===== src/rtl/uart_dma_pkg.sv =====
// Shared definitions for the UART receive DMA block.
//   state_e        - transfer FSM states
//   ADDR_*         - CPU register-port address map
//   CTRL_*         - bit positions inside the CONTROL register
//   UART_ADDR_*    - UART receiver register select values
//   UART_STATUS_*  - bit positions inside the UART status word
package uart_dma_pkg;

    typedef enum logic [2:0] {
        S_IDLE,
        S_POLL,
        S_POLL_GAP,
        S_READ,
        S_READ_GAP,
        S_WRITE,
        S_DONE
    } state_e;

    localparam logic [1:0] ADDR_BASE    = 2'd0;
    localparam logic [1:0] ADDR_LENGTH  = 2'd1;
    localparam logic [1:0] ADDR_CONTROL = 2'd2;
    localparam logic [1:0] ADDR_COUNT   = 2'd3;

    localparam int CTRL_START  = 0;
    localparam int CTRL_ABORT  = 1;
    localparam int CTRL_IRQ_EN = 2;

    localparam logic [1:0] UART_ADDR_DATA   = 2'd0;
    localparam logic [1:0] UART_ADDR_STATUS = 2'd1;

    localparam int UART_STATUS_EMPTY = 1;

endpackage


===== src/rtl/uart_rx_dma_if.sv =====
// Memory write port of the UART receive DMA.
//   o_bus_request - write request, held until i_bus_ready
//   o_bus_rw      - direction, always 1 (write)
//   o_bus_address - word address
//   o_bus_wdata   - packed little-endian data word
//   i_bus_ready   - write complete
// master: the DMA engine; slave: the memory.
interface uart_rx_dma_if;

    logic        o_bus_request;
    logic        o_bus_rw;
    logic [31:0] o_bus_address;
    logic [31:0] o_bus_wdata;
    logic        i_bus_ready;

    modport master (
        output o_bus_request,
        output o_bus_rw,
        output o_bus_address,
        output o_bus_wdata,
        input  i_bus_ready
    );

    modport slave (
        input  o_bus_request,
        input  o_bus_rw,
        input  o_bus_address,
        input  o_bus_wdata,
        output i_bus_ready
    );

endinterface


===== src/rtl/uart_dma_regs.sv =====
// CPU register port of the UART receive DMA.
//   i_request/i_rw/i_address/i_wdata - CPU access, request held until o_ready
//   o_rdata/o_ready                  - registered read data and access complete
//   i_busy/i_done/i_count            - engine status shown in CONTROL and COUNT
//   o_base/o_length/o_irq_enable     - programmed configuration
//   o_start/o_abort/o_count_write    - single-cycle command strobes
// Each access is acted on once, on the edge where o_ready rises.
module uart_dma_regs
    import uart_dma_pkg::*;
#(
    parameter int LW = 16
) (
    input  logic          i_clock,
    input  logic          i_reset,
    input  logic          i_request,
    input  logic          i_rw,
    input  logic [1:0]    i_address,
    input  logic [31:0]   i_wdata,
    output logic [31:0]   o_rdata,
    output logic          o_ready,
    input  logic          i_busy,
    input  logic          i_done,
    input  logic [LW-1:0] i_count,
    output logic [31:0]   o_base,
    output logic [LW-1:0] o_length,
    output logic          o_irq_enable,
    output logic          o_start,
    output logic          o_abort,
    output logic          o_count_write
);

    logic [31:0]   base_q, base_d;
    logic [LW-1:0] length_q, length_d;
    logic          irq_enable_q, irq_enable_d;
    logic [31:0]   rdata_q, rdata_d;
    logic          ready_q, ready_d;
    logic          access;

    always_comb begin
        // NOTE: every output of this block is given a default first, so no path leaves one unassigned and no latch is inferred.
        base_d        = base_q;
        length_d      = length_q;
        irq_enable_d  = irq_enable_q;
        rdata_d       = rdata_q;
        ready_d       = i_request;
        o_start       = 1'b0;
        o_abort       = 1'b0;
        o_count_write = 1'b0;

        // A held request is serviced only on the cycle o_ready is still low.
        access = i_request && !ready_q;

        if (access && !i_rw) begin
            case (i_address)
                ADDR_BASE:    rdata_d = base_q;
                ADDR_LENGTH:  rdata_d = 32'(length_q);
                ADDR_CONTROL: rdata_d = {29'b0, irq_enable_q, i_done, i_busy};
                ADDR_COUNT:   rdata_d = 32'(i_count);
                default:      rdata_d = '0;
            endcase
        end

        if (access && i_rw) begin
            case (i_address)
                ADDR_BASE:    if (!i_busy) base_d = {i_wdata[31:2], 2'b00};
                ADDR_LENGTH:  if (!i_busy) length_d = i_wdata[LW-1:0];
                ADDR_CONTROL: begin
                    irq_enable_d = i_wdata[CTRL_IRQ_EN];
                    o_start      = i_wdata[CTRL_START] && !i_busy && (length_q != '0);
                    o_abort      = i_wdata[CTRL_ABORT];
                end
                ADDR_COUNT:   o_count_write = 1'b1;
                default:      ;
            endcase
        end
    end

    always_ff @(posedge i_clock) begin
        // NOTE: state is updated with non-blocking assignments so every flop samples pre-edge values regardless of statement order.
        if (i_reset) begin
            base_q       <= '0;
            length_q     <= '0;
            irq_enable_q <= 1'b0;
            rdata_q      <= '0;
            ready_q      <= 1'b0;
        end else begin
            base_q       <= base_d;
            length_q     <= length_d;
            irq_enable_q <= irq_enable_d;
            rdata_q      <= rdata_d;
            ready_q      <= ready_d;
        end
    end

    assign o_base       = base_q;
    assign o_length     = length_q;
    assign o_irq_enable = irq_enable_q;
    assign o_rdata      = rdata_q;
    assign o_ready      = ready_q;

endmodule


===== src/rtl/uart_rx_dma.sv =====
// UART receive DMA: polls a UART receiver, packs received bytes little-endian
// into 32-bit words and writes them to consecutive memory words from BASE.
//   i_clock/i_reset            - clock, synchronous active-high reset
//   i_request..o_ready         - CPU register port (BASE, LENGTH, CONTROL, COUNT)
//   o_uart_request..i_uart_ready - UART receiver port (0 data, 1 status)
//   bus                        - memory write port
//   o_interrupt                - level interrupt, done AND irq_enable
module uart_rx_dma
    import uart_dma_pkg::*;
#(
    parameter int MAX_LENGTH = 65535
) (
    input  logic                i_clock,
    input  logic                i_reset,
    input  logic                i_request,
    input  logic                i_rw,
    input  logic [1:0]          i_address,
    input  logic [31:0]         i_wdata,
    output logic [31:0]         o_rdata,
    output logic                o_ready,
    output logic                o_uart_request,
    output logic [1:0]          o_uart_address,
    input  logic [31:0]         i_uart_rdata,
    input  logic                i_uart_ready,
    uart_rx_dma_if.master       bus,
    output logic                o_interrupt
);

    localparam int LW = $clog2(MAX_LENGTH + 1);

    state_e        state_q, state_d;
    logic [LW-1:0] count_q, count_d;
    logic [31:0]   word_q, word_d;
    logic [31:0]   ptr_q, ptr_d;
    logic          done_q, done_d;
    logic          abort_q, abort_d;
    logic          empty_q, empty_d;
    logic          uart_req_q, uart_req_d;
    logic [1:0]    uart_addr_q, uart_addr_d;
    logic          bus_req_q, bus_req_d;

    logic [31:0]   base;
    logic [LW-1:0] length;
    logic          irq_enable;
    logic          start_cmd, abort_cmd, count_write;
    logic          busy, last, word_full;
    logic          unused_uart_bits;

    assign busy             = (state_q != S_IDLE);
    assign last             = (count_q == length);
    // After a byte lands, a zero lane index means lane 3 was just filled.
    assign word_full        = (count_q[1:0] == 2'b00);
    assign unused_uart_bits = ^i_uart_rdata[31:8];

    uart_dma_regs #(.LW(LW)) u_regs (
        .i_clock       (i_clock),
        .i_reset       (i_reset),
        .i_request     (i_request),
        .i_rw          (i_rw),
        .i_address     (i_address),
        .i_wdata       (i_wdata),
        .o_rdata       (o_rdata),
        .o_ready       (o_ready),
        .i_busy        (busy),
        .i_done        (done_q),
        .i_count       (count_q),
        .o_base        (base),
        .o_length      (length),
        .o_irq_enable  (irq_enable),
        .o_start       (start_cmd),
        .o_abort       (abort_cmd),
        .o_count_write (count_write)
    );

    always_comb begin
        state_d     = state_q;
        count_d     = count_q;
        word_d      = word_q;
        ptr_d       = ptr_q;
        done_d      = done_q;
        abort_d     = abort_q;
        empty_d     = empty_q;
        uart_req_d  = uart_req_q;
        uart_addr_d = uart_addr_q;
        bus_req_d   = bus_req_q;

        if (count_write) done_d = 1'b0;
        // Abort is remembered and acted on at the next handshake boundary.
        if (abort_cmd && busy) abort_d = 1'b1;

        case (state_q)
            S_IDLE: begin
                if (start_cmd) begin
                    state_d     = S_POLL;
                    count_d     = '0;
                    word_d      = '0;
                    ptr_d       = base;
                    done_d      = 1'b0;
                    abort_d     = 1'b0;
                    uart_req_d  = 1'b1;
                    uart_addr_d = UART_ADDR_STATUS;
                end
            end
            S_POLL: begin
                if (i_uart_ready) begin
                    uart_req_d = 1'b0;
                    empty_d    = i_uart_rdata[UART_STATUS_EMPTY];
                    state_d    = S_POLL_GAP;
                end
            end
            // The UART port only rearms after seeing its request drop for a cycle.
            S_POLL_GAP: begin
                if (abort_q) begin
                    state_d = S_DONE;
                end else begin
                    uart_req_d  = 1'b1;
                    uart_addr_d = empty_q ? UART_ADDR_STATUS : UART_ADDR_DATA;
                    state_d     = empty_q ? S_POLL : S_READ;
                end
            end
            S_READ: begin
                if (i_uart_ready) begin
                    uart_req_d                           = 1'b0;
                    word_d[{count_q[1:0], 3'b000} +: 8] = i_uart_rdata[7:0];
                    count_d                              = count_q + LW'(1);
                    state_d                              = S_READ_GAP;
                end
            end
            // A completed word is still written on abort; only a partial one is dropped.
            S_READ_GAP: begin
                if (word_full || last) begin
                    bus_req_d = 1'b1;
                    state_d   = S_WRITE;
                end else if (abort_q) begin
                    state_d = S_DONE;
                end else begin
                    uart_req_d  = 1'b1;
                    uart_addr_d = UART_ADDR_STATUS;
                    state_d     = S_POLL;
                end
            end
            S_WRITE: begin
                if (bus.i_bus_ready) begin
                    bus_req_d = 1'b0;
                    ptr_d     = ptr_q + 32'd4;
                    word_d    = '0;
                    if (abort_q || last) begin
                        state_d = S_DONE;
                    end else begin
                        uart_req_d  = 1'b1;
                        uart_addr_d = UART_ADDR_STATUS;
                        state_d     = S_POLL;
                    end
                end
            end
            // Setting done here overrides a COUNT write landing in the same cycle.
            S_DONE: begin
                done_d  = 1'b1;
                abort_d = 1'b0;
                state_d = S_IDLE;
            end
            default: state_d = S_IDLE;
        endcase
    end

    always_ff @(posedge i_clock) begin
        if (i_reset) begin
            state_q     <= S_IDLE;
            count_q     <= '0;
            word_q      <= '0;
            ptr_q       <= '0;
            done_q      <= 1'b0;
            abort_q     <= 1'b0;
            empty_q     <= 1'b0;
            uart_req_q  <= 1'b0;
            uart_addr_q <= UART_ADDR_DATA;
            bus_req_q   <= 1'b0;
        end else begin
            state_q     <= state_d;
            count_q     <= count_d;
            word_q      <= word_d;
            ptr_q       <= ptr_d;
            done_q      <= done_d;
            abort_q     <= abort_d;
            empty_q     <= empty_d;
            uart_req_q  <= uart_req_d;
            uart_addr_q <= uart_addr_d;
            bus_req_q   <= bus_req_d;
        end
    end

    assign o_uart_request    = uart_req_q;
    assign o_uart_address    = uart_addr_q;
    assign bus.o_bus_request = bus_req_q;
    assign bus.o_bus_rw      = 1'b1;
    assign bus.o_bus_address = ptr_q;
    assign bus.o_bus_wdata   = word_q;
    assign o_interrupt       = done_q & irq_enable;

endmodule


===== src/flat_wrapper.sv =====
// flat-port wrapper written by rule: the top's interface ports become plain ports
module uart_rx_dma_flat import uart_dma_pkg::*;
#(
    parameter int MAX_LENGTH = 65535
)
  (i_clock, i_reset, i_request, i_rw, i_address, i_wdata, o_rdata, o_ready, o_uart_request, o_uart_address, i_uart_rdata, i_uart_ready, o_interrupt, bus_o_bus_request, bus_o_bus_rw, bus_o_bus_address, bus_o_bus_wdata, bus_i_bus_ready);
  uart_rx_dma_if bus_i ();
  input  logic i_clock;
  input  logic i_reset;
  input  logic i_request;
  input  logic i_rw;
  input  logic [1:0] i_address;
  input  logic [31:0] i_wdata;
  output logic [31:0] o_rdata;
  output logic o_ready;
  output logic o_uart_request;
  output logic [1:0] o_uart_address;
  input  logic [31:0] i_uart_rdata;
  input  logic i_uart_ready;
  output logic o_interrupt;
  output wire logic [$bits(bus_i.o_bus_request)-1:0] bus_o_bus_request;
  output wire logic [$bits(bus_i.o_bus_rw)-1:0] bus_o_bus_rw;
  output wire logic [$bits(bus_i.o_bus_address)-1:0] bus_o_bus_address;
  output wire logic [$bits(bus_i.o_bus_wdata)-1:0] bus_o_bus_wdata;
  input wire logic [$bits(bus_i.i_bus_ready)-1:0] bus_i_bus_ready;
  assign bus_o_bus_request = bus_i.o_bus_request;
  assign bus_o_bus_rw = bus_i.o_bus_rw;
  assign bus_o_bus_address = bus_i.o_bus_address;
  assign bus_o_bus_wdata = bus_i.o_bus_wdata;
  assign bus_i.i_bus_ready = bus_i_bus_ready;
  uart_rx_dma #(.MAX_LENGTH(MAX_LENGTH)) u_core (.i_clock(i_clock), .i_reset(i_reset), .i_request(i_request), .i_rw(i_rw), .i_address(i_address), .i_wdata(i_wdata), .o_rdata(o_rdata), .o_ready(o_ready), .o_uart_request(o_uart_request), .o_uart_address(o_uart_address), .i_uart_rdata(i_uart_rdata), .i_uart_ready(i_uart_ready), .bus(bus_i), .o_interrupt(o_interrupt));
endmodule

===== config.mk =====
export PLATFORM = sky130hd
export DESIGN_NAME = uart_rx_dma_flat
export DESIGN_NICKNAME = d
export VERILOG_FILES = /design/src/rtl/uart_dma_pkg.sv /design/src/rtl/uart_rx_dma_if.sv /design/src/rtl/uart_dma_regs.sv /design/src/rtl/uart_rx_dma.sv /design/src/flat_wrapper.sv
export SDC_FILE = /design/constraint.sdc
export NUM_CORES = 1
export LEC_CHECK = 0
export CELL_PAD_IN_SITES_DETAIL_PLACEMENT = 0
export CELL_PAD_IN_SITES_GLOBAL_PLACEMENT = 1
export CORE_MARGIN = 2
export CORE_UTILIZATION = 34
export CTS_CLUSTER_SIZE = 28
export DETAILED_ROUTE_END_ITERATION = 8
export PLACE_DENSITY_LB_ADDON = 0.1
export REMOVE_ABC_BUFFERS = 1
export SYNTH_ARGS = -nofsm -noshare
export SYNTH_HDL_FRONTEND = slang
export SYNTH_SLANG_ARGS = --single-unit

===== constraint.sdc =====
create_clock -name i_clock -period 1.8 [get_ports i_clock]
set_input_delay 0.36 -clock i_clock [delete_from_list [all_inputs] [get_ports i_clock]]
set_output_delay 0.36 -clock i_clock [all_outputs]
set_load 0.02 [all_outputs]

# Yosys cells after proc, flatten, opt, wreduce, memory -nomap -nowiden
# Cells that the tools add are included.
# op_classes
add_sub_neg	3
n_eq_ne	20
shifts	2
muxes	52
bitwise_logic	2
reduce_logical	34
# ops
operator	count
32-bit two-way mux	5
32-bit case mux with 4 select lines	1
32-bit case mux with 3 select lines	1
32-bit case mux with 2 select lines	1
32-bit by 3-bit adder with 32-bit output (second input constant)	1
32-bit bitwise mux	1
16-bit two-way mux	2
16-bit case mux with 2 select lines	1
8-bit by 7-bit variable shift with 32-bit output (first input constant)	1
8-bit by 7-bit variable part select with 32-bit output	1
3-bit two-way mux	8
1-bit two-way mux	19
3-bit case mux with 6 select lines	1
16-bit by 1-bit adder with 16-bit output (second input constant)	1
16-bit equality test	1
16-bit nonzero test	1
3-bit AND reduction	5
2-bit two-way mux	7
2-bit != test (second input constant)	7
3-bit equality test (second input constant)	3
2-bit case mux with 4 select lines	1
4-bit AND reduction	2
5-bit negation with 7-bit output	1
7-bit AND reduction	1
other kinds (21)	40
# word_totals
reg_bits	170
in_bits	72

# Depth between registers and ports, before layout
# Gate-level depths: netlist of run 1.
# logic_depth
ltp_word	8
depth_mapped	9

# Hierarchy
# From an unflattened synthesis of run 1, not the netlist that was laid out.
# unflattened
hier_cells	1019
hier_area_um2	8604.5
# modules_own_cells
mod	n_inst	cells_per_inst	area_each_um2
uart_rx_dma	1	629	4969.8
uart_dma_regs	1	390	3634.7

# Worst setup path before layout of run 1
# No wires, ideal clock.
# synth_timing
kind	register -> register
start	register u_core.ptr_q[9], in the netlist u_core.bus.o_bus_address[9]
end	register u_core.ptr_q[28], in the netlist u_core.bus.o_bus_address[28]
setup_time_ns	0.074
t_arrival_ns	1.849
setup_slack_ns	-0.123
path_stages_with_launch	9
path_buffers	2
period_less_slack_ns	1.923
path_cell_list	dfxtp_1 -> buf_2 -> nand4_2 -> nor4_4 -> and2_1 -> buf_4 -> nand3_1 -> or3_1 -> a31oi_1
# synth_between
elab_chain_len	3
# synth_lines
item	line	rtl
start: declaration	uart_rx_dma.sv:34	logic [31:0] ptr_q, ptr_d;
start signal: assignment	uart_rx_dma.sv:182	ptr_q <= ptr_d;
32-bit by 3-bit adder with 32-bit output	uart_rx_dma.sv:145	ptr_d = ptr_q + 32'd4;
32-bit two-way mux	uart_rx_dma.sv:143	if (bus.i_bus_ready) begin
32-bit case mux with 2 select lines	uart_rx_dma.sv:91	case (state_q)
# Every way passes these cells. The select of a mux whose other input is x is not followed.
# A chain may end at the register's enable or synchronous reset.

# Final worst setup path of run 1
# layout_timing
start	register u_core.u_regs.length_q[0], in the netlist u_core.u_regs.o_length[0]
end	register u_core.state_q[0]
# layout_between
elab_chain_len	6
# layout_lines
item	line	rtl
start: declaration	uart_dma_regs.sv:33	logic [LW-1:0] length_q, length_d;
start signal: assignment	uart_dma_regs.sv:88	length_q <= length_d;
16-bit nonzero test	uart_dma_regs.sv:69	o_start = i_wdata[CTRL_START] && !i_busy && (length_q != '0);
1-bit logical AND	uart_dma_regs.sv:69	
1-bit two-way mux	uart_dma_regs.sv:64	case (i_address)
1-bit two-way mux	uart_dma_regs.sv:63	if (access && i_rw) begin
2-bit by 1-bit != test with 1-bit output (no source line)	n/a	
4-bit AND reduction (no source line)	n/a	
end signal: assignment	uart_rx_dma.sv:179	state_q <= state_d;
end: declaration	uart_rx_dma.sv:31	state_e state_q, state_d;
# Several ways; a longest one is shown, not always the timed one. The select of a mux whose other input is x is not followed.

==> results of run 1 <==
[per-layer routing]
layer	track usage [%]	vias up	part of all wire, %
met5	0	-	0
met4	5.96	0	1.6
met3	2.74	23	3.0
met2	33.8	161	47
met1	30.0	3872	48
li1	-	3953	-
[sequential cells by signal (all words and copies together), names as in the netlist]
register                    flops
u_core.o_uart_address           1
u_core.abort_q                  1
u_core.u_regs.o_rdata          32
u_core.state_q                  3
u_core.u_regs.o_ready           1
u_core.bus.o_bus_wdata         32
u_core.count_q                 16
u_core.bus.o_bus_address       30
u_core.done_q                   1
u_core.u_regs.o_base           30
u_core.empty_q                  1
u_core.u_regs.o_irq_enable      1
u_core.o_uart_request           1
u_core.bus.o_bus_request        1
u_core.u_regs.o_length         16
[layout by cell type (no fill, tap or decap), drive strengths merged, types with 6 or more instances in the layout]
master,count
a21o,7
a21oi,115
a221oi,18
a22oi,8
a31oi,11
and3,7
and4,9
buf,164
clkbuf,22
clkdlybuf4s50,95
dfxtp,167
dlygate4sd2,45
inv,12
mux2,16
mux2i,19
nand2,121
nand2b,35
nand3,73
nand4,15
nor2,89
nor2b,6
nor3,33
nor4,15
o21ai,27
xnor2,30
[logic make-up (layout without fill, tap and decap cells)]
kind of cell / count (synthesis) / count (layout) / share of synthesized area (%)
and+or+nand+nor: 426 / 427 / 28.2
AOI/OAI and AO/OA: 218 / 218 / 16.9
DFF: 167 / 167 / 41.0
buffers and inverters: 84 / 350 / 5.03
muxes: 36 / 36 / 4.82
xor gates and xnor gates: 30 / 30 / 3.22
adders and majority gates: 5 / 5 / 0.767
other: 2 / 4 / 0.0921
[layout make-up]
type | instances | area (sq um) | area share [%]
Clock buffer | 21 | 460 | 3.74
Sequential cell | 167 | 3380 | 27.4
Multi-Input combinational cell | 720 | 5030 | 40.9
Timing Repair Buffer | 310 | 2920 | 23.8
Inverter | 8 | 30.0 | 0.244
Tap cell | 319 | 399 | 3.24
Clock inverter | 11 | 90.1 | 0.732
[report_power, final]
| part | leakage [uW] | internal, uW | switching, uW |
|---|---|---|---|
| Combinational | 0.00318 | 366 | 411 |
| Clock | 0.000265 | 1860 | 1630 |
| Sequential | 0.00136 | 3730 | 32.9 |
[worst max-delay path: cells and delay by family, from the launching register on]
kind,cells,cell delay (ns)
AOI/OAI and AO/OA,2,0.43
xor gates and xnor gates,1,0.15
buffers and inverters,2,0.30
DFF,1,0.34
and+or+nand+nor,3,0.56
[final timing paths]
check                           depth (start not counted)                       from                   endpoint  slack, ns
worst max-delay path                                    8  u_core.u_regs.o_length[0]          u_core.state_q[0]      -0.09
worst min-delay path                                    3                    i_reset          u_core.state_q[1]       0.33
worst max register to register                          8  u_core.u_regs.o_length[0]          u_core.state_q[0]      -0.09
worst min register to register                          2  u_core.u_regs.o_rdata[21]  u_core.u_regs.o_rdata[21]       0.45
[repair_timing]
action                                  CTS  global route
endpoints found under the setup margin  117            83
setup buffers                            10             8
gates cloned                              0             2
gates resized for setup                 101           120
pin swaps                                23            53
[per-stage QoR]
stage	setup TNS (ns)	util (%)	worst slack [ns]	hold WS [ns]	cell area, sq um
3_5_place_dp	-71.55	46.6	-0.616	0.443	10900
3_3_place_gp	-68.50	46.6	-0.597	0.438	10900
5_1_grt	-4.30	52.4	-0.145	0.329	12300
4_1_cts	-0.748	50.1	-0.0924	0.308	11800
6_report	-0.874	52.4	-0.0866	0.333	12300
2_1_floorplan	-100.06	-	-1.15	0.422	7780
==> impl_metrics.ini, run 1 <==
[sta]
max_slew_margin_pct = 61.2
rsz0062_at_grt = true
final.min_clock_period_ns = 1.89
post-route-period-util_pct = 105
max_freq_mhz = 530
worst_slack_ns = -0.0866
hold_violations = 0
setup_violations = 37
slew_viol_final = 0
worst-slew-pin-transition_ns = 0.582
skew_ns = 0.0137

[floorplan]
die_w_microns = 159
fp-row-count = 56
dieArea_sq_um = 25200
start_util_pct = 34.7
boundaryPins = 175
fp.dieH_microns = 159
core_sq_um = 23500

[clock_network]
numCtsBuffers = 17
clk_root_buffer_cell = clkbuf_16
clock-sinks = 167
clock_latency_ns = 0.44
clockBufferDepth = 2
tritoncts = yes
cts_hold_buf = 0
clkTransAtPathRegs_ns = 0.06
htree_levels = 4

[synthesis]
ys.flop_type = dfxtp_1
synth-async-reset-ratio_pct = 0
postSynthCellCount = 968
synth_edf_count = 0
synth_commonest_cells = dfxtp_1, nand2_1, a21oi_1
yosysSeqAreaShare_pct = 41.0
synth.top_cell.area_share_pct = 41.0
synth.most_common_cell = dfxtp_1
synth_area_per_cell_sq_um = 8.42
synth.distinct_cells = 64
netlist_area_sq_um = 8150
ys_ff_latch = 167
yosysWarnings = 0
synth_area_leaders = dfxtp_1, a21oi_1, nand2_1
synth_top_area_cell = dfxtp_1

[setup_path]
worst_path_most_repeated_cell = buf_6
crit_arrival_ns = 2.21
cp.required_ns = 2.12
worstPathCellList = buf_6 -> xnor2_4 -> nand4_1 -> nor4_4 -> buf_6 -> nor3_1 -> a211o_1 -> a32o_1
slowest_delay_ns = 0.34
end_kind = flop
crit_fanout = 5
crit_type = reg2reg
slowest_stage = dfxtp_2
startpoint_type = flop

[power_and_ir_drop]
leakagePower_uw = 0.00480
power_density_nw_per_um2 = 653
power.total_uw = 8040
ir_worst_vdd_mv = 0.396

[global_routing]
grt_max_degree = 82
grt_pass1_vias = 7706
antenna_found_initial = 0
grt.total_usage_pct = 21.2
grt_pass1_wl_microns = 43000
grt-ovfl-total = 0

[route]
final_antenna_net_count = 0
dr.pass1.iters = 4
avgRoutedWirePerCell_microns = 17.7
drc = 0
vias = 8009
viasPerCell = 5.15
drtIter0Drc = 494
totalWireLength_microns = 27600

[layout]
fill_cells = 2260
finalNonFillerCells = 1556
finish.net_count = 1301
area_growth_syn_to_layout_pct = 51.0
drive_gt1_share_pct = 29.6
antenna_cells = 0

[outcome]
outcome = complete, but fails checks
violations = negative setup slack

[place]
portBuffers = 146
gp_congestion = 0.873
dp.cells = 1511
hpwl_microns = 19200

[min_path]
hold_class = in2reg

[job]
drv_cap = 0
Power figures use the tool's default switching activity.
==> inputs of run 2 (changes only) <==
--- a/config.mk
+++ b/config.mk
@@ -11,7 +11,8 @@
 export CORE_UTILIZATION = 34
 export CTS_CLUSTER_SIZE = 28
 export DETAILED_ROUTE_END_ITERATION = 8
-export PLACE_DENSITY_LB_ADDON = 0.1
+export GPL_ROUTABILITY_DRIVEN = 0
+export PLACE_DENSITY = 0.75
 export REMOVE_ABC_BUFFERS = 1
 export SYNTH_ARGS = -nofsm -noshare
 export SYNTH_HDL_FRONTEND = slang
==> run 2 against run 1 <==
Against the previous run:
- clock skew is essentially flat
- the run still ends with negative setup slack left
- sequential power is essentially flat
- core utilization grew 1.1 points
- largest cell class unchanged
- count of clock-buffer cells in the layout shrank 3
==> impl_metrics.ini, run 2 (synthesized netlist as in run 1, its figures left out) <==
[floorplan]
fp-row-count = 56
fp.dieH_microns = 159
dieArea_sq_um = 25200
start_util_pct = 34.7
core_sq_um = 23500
boundaryPins = 175
die_w_microns = 159

[layout]
drive_gt1_share_pct = 31.0
finalNonFillerCells = 1544
antenna_cells = 0
fin_util_pct = 53.5
area_growth_syn_to_layout_pct = 54.2
layout_commonest_cell = dfxtp_1
finish.net_count = 1292
final_area_sq_um = 12600
layout_common_cells = dfxtp_1, nand2_1, buf_4

[place]
dpl_cell_area_sq_um = 10800
hpwl_microns = 18300
portBuffers = 146
dp.cells = 1491
dp_slack_ns = -0.770

[sta]
final.min_clock_period_ns = 1.93
setup_violations = 52
slew_viol_final = 0
worst-slew-pin-transition_ns = 0.504
worst_slack_ns = -0.131
post-route-period-util_pct = 107
rsz0062_at_grt = true
max_freq_mhz = 518
max_slew_margin_pct = 66.3
skew_ns = 0.0134
hold_violations = 0

[setup_path]
crit_fanout = 8
worst_path_most_repeated_cell = buf_12
crit_family = buffers and inverters
r2r_end = u_core.bus.o_bus_wdata[4]
slowest_stage = dfxtp_2
startpoint_type = flop
cp.required_ns = 2.15
crit_arrival_ns = 2.29
end_kind = flop
crit_type = reg2reg
cp_num_buf_inv = 5
reg2reg_from = u_core.u_regs.o_length[13]
r2r_slack_ns = -0.13
ff2ff_path_depth = 11
slowest_delay_ns = 0.33
worstPathCellList = nor4_2 -> buf_4 -> nand4_4 -> buf_6 -> a21oi_4 -> buf_12 -> nor3_4 -> buf_12 -> buf_16 -> nand2b_1 -> a21oi_1

[power_and_ir_drop]
power_density_nw_per_um2 = 677
ir_worst_vdd_mv = 0.463
leakagePower_uw = 0.00492
power.total_uw = 8510

[route]
wl_met3_microns = 1120
drtIter0Drc = 484
drc = 0
viasPerCell = 5.21
wl_met2_microns = 13000
totalWireLength_microns = 27200
dr.pass1.iters = 4
top_layer = met4
final_antenna_net_count = 0
wl_met1_microns = 12700
vias = 8045
avgRoutedWirePerCell_microns = 17.6

[clock_network]
numCtsBuffers = 17
cts_hold_buf = 0
clkTransAtPathRegs_ns = 0.07
clockBufferDepth = 2
clock-sinks = 167
tritoncts = yes
clk_root_buffer_cell = clkbuf_16
clock_latency_ns = 0.43
htree_levels = 4

[min_path]
hp-start = i_request
hold_end = u_core.u_regs.o_ready
holdPathStages = 2
hold_class = in2reg

[global_routing]
grt.total_usage_pct = 21.0
grt_pass1_wl_microns = 42800
grt_pass1_vias = 7781
grt-ovfl-total = 0
grt_max_degree = 86
antenna_found_initial = 0

[outcome]
violations = negative setup slack
outcome = complete, but fails checks

[job]
drv_cap = 0
[run 2: routing by layer]
| metal | vias up | GRT usage, % |
|---|---|---|
| met5 | - | 0 |
| met4 | 0 | 5.67 |
| met3 | 30 | 3.63 |
| met2 | 214 | 34.6 |
| met1 | 3865 | 28.4 |
| li1 | 3936 | - |
[run 2: how the worst max path moves through the flow]
stage                          startpoint  cells past startpoint                         end
2_1_floorplan           u_core.state_q[0]                      5   u_core.u_regs.o_length[0]
3_3_place_gp                 i_address[1]                      8          u_core.count_q[15]
3_5_place_dp                 i_address[1]                      8          u_core.count_q[15]
4_1_cts        u_core.u_regs.o_length[13]                     11  u_core.bus.o_bus_wdata[31]
5_1_grt             u_core.u_regs.o_ready                     10  u_core.bus.o_bus_wdata[31]
6_report       u_core.u_regs.o_length[13]                     11   u_core.bus.o_bus_wdata[4]
[run 2: per-stage QoR]
stage,hold WS (ns),setup TNS [ns]
after detailed placement,0.444,-80.37
final,0.338,-3.60
after CTS,0.324,-3.59
after floorplan,0.422,-100.06
after global routing,0.374,-10.00
after global placement,0.444,-80.68
[run 2: what timing repair did]
item | 4_1_cts | 5_1_grt
gates resized for setup | 141 | 135
endpoints found under the hold margin | 0 | 0
setup buffers | 15 | 13
pin swaps | 41 | 54
endpoints found under the setup margin | 119 | 90
gates cloned | 4 | 2
[run 2: worst reg2reg max path: cells and delay by family (launching register included)]
family / cells / cell delay (ns)
buffers and inverters: 5 / 0.74
DFF: 1 / 0.33
and+or+nand+nor: 4 / 0.50
AOI/OAI and AO/OA: 2 / 0.29
[run 2: final cells by class]
class                           instances  area, sq um
Fill cell                            2135        10900
Multi-Input combinational cell        719         5110
Sequential cell                       167         3400
Timing Repair Buffer                  302         3010
Clock buffer                           18          439
Tap cell                              319          399
Clock inverter                         11          175
Inverter                                8         30.0
[run 2: where the power goes]
group	switching, uW	leakage [uW]	internal, uW
sequential	35.5	0.00137	3730
clock	1580	0.000295	2350
combinational	419	0.00326	391
==> inputs of run 3 (changes only) <==
--- a/config.mk
+++ b/config.mk
@@ -12,7 +12,7 @@
 export CTS_CLUSTER_SIZE = 28
 export DETAILED_ROUTE_END_ITERATION = 8
 export GPL_ROUTABILITY_DRIVEN = 0
-export PLACE_DENSITY = 0.75
+export PLACE_DENSITY_LB_ADDON = 0.1
 export REMOVE_ABC_BUFFERS = 1
 export SYNTH_ARGS = -nofsm -noshare
 export SYNTH_HDL_FRONTEND = slang
==> results of run 3 <==
No change in the layout: final DEF, timing and power equal those of run 1.
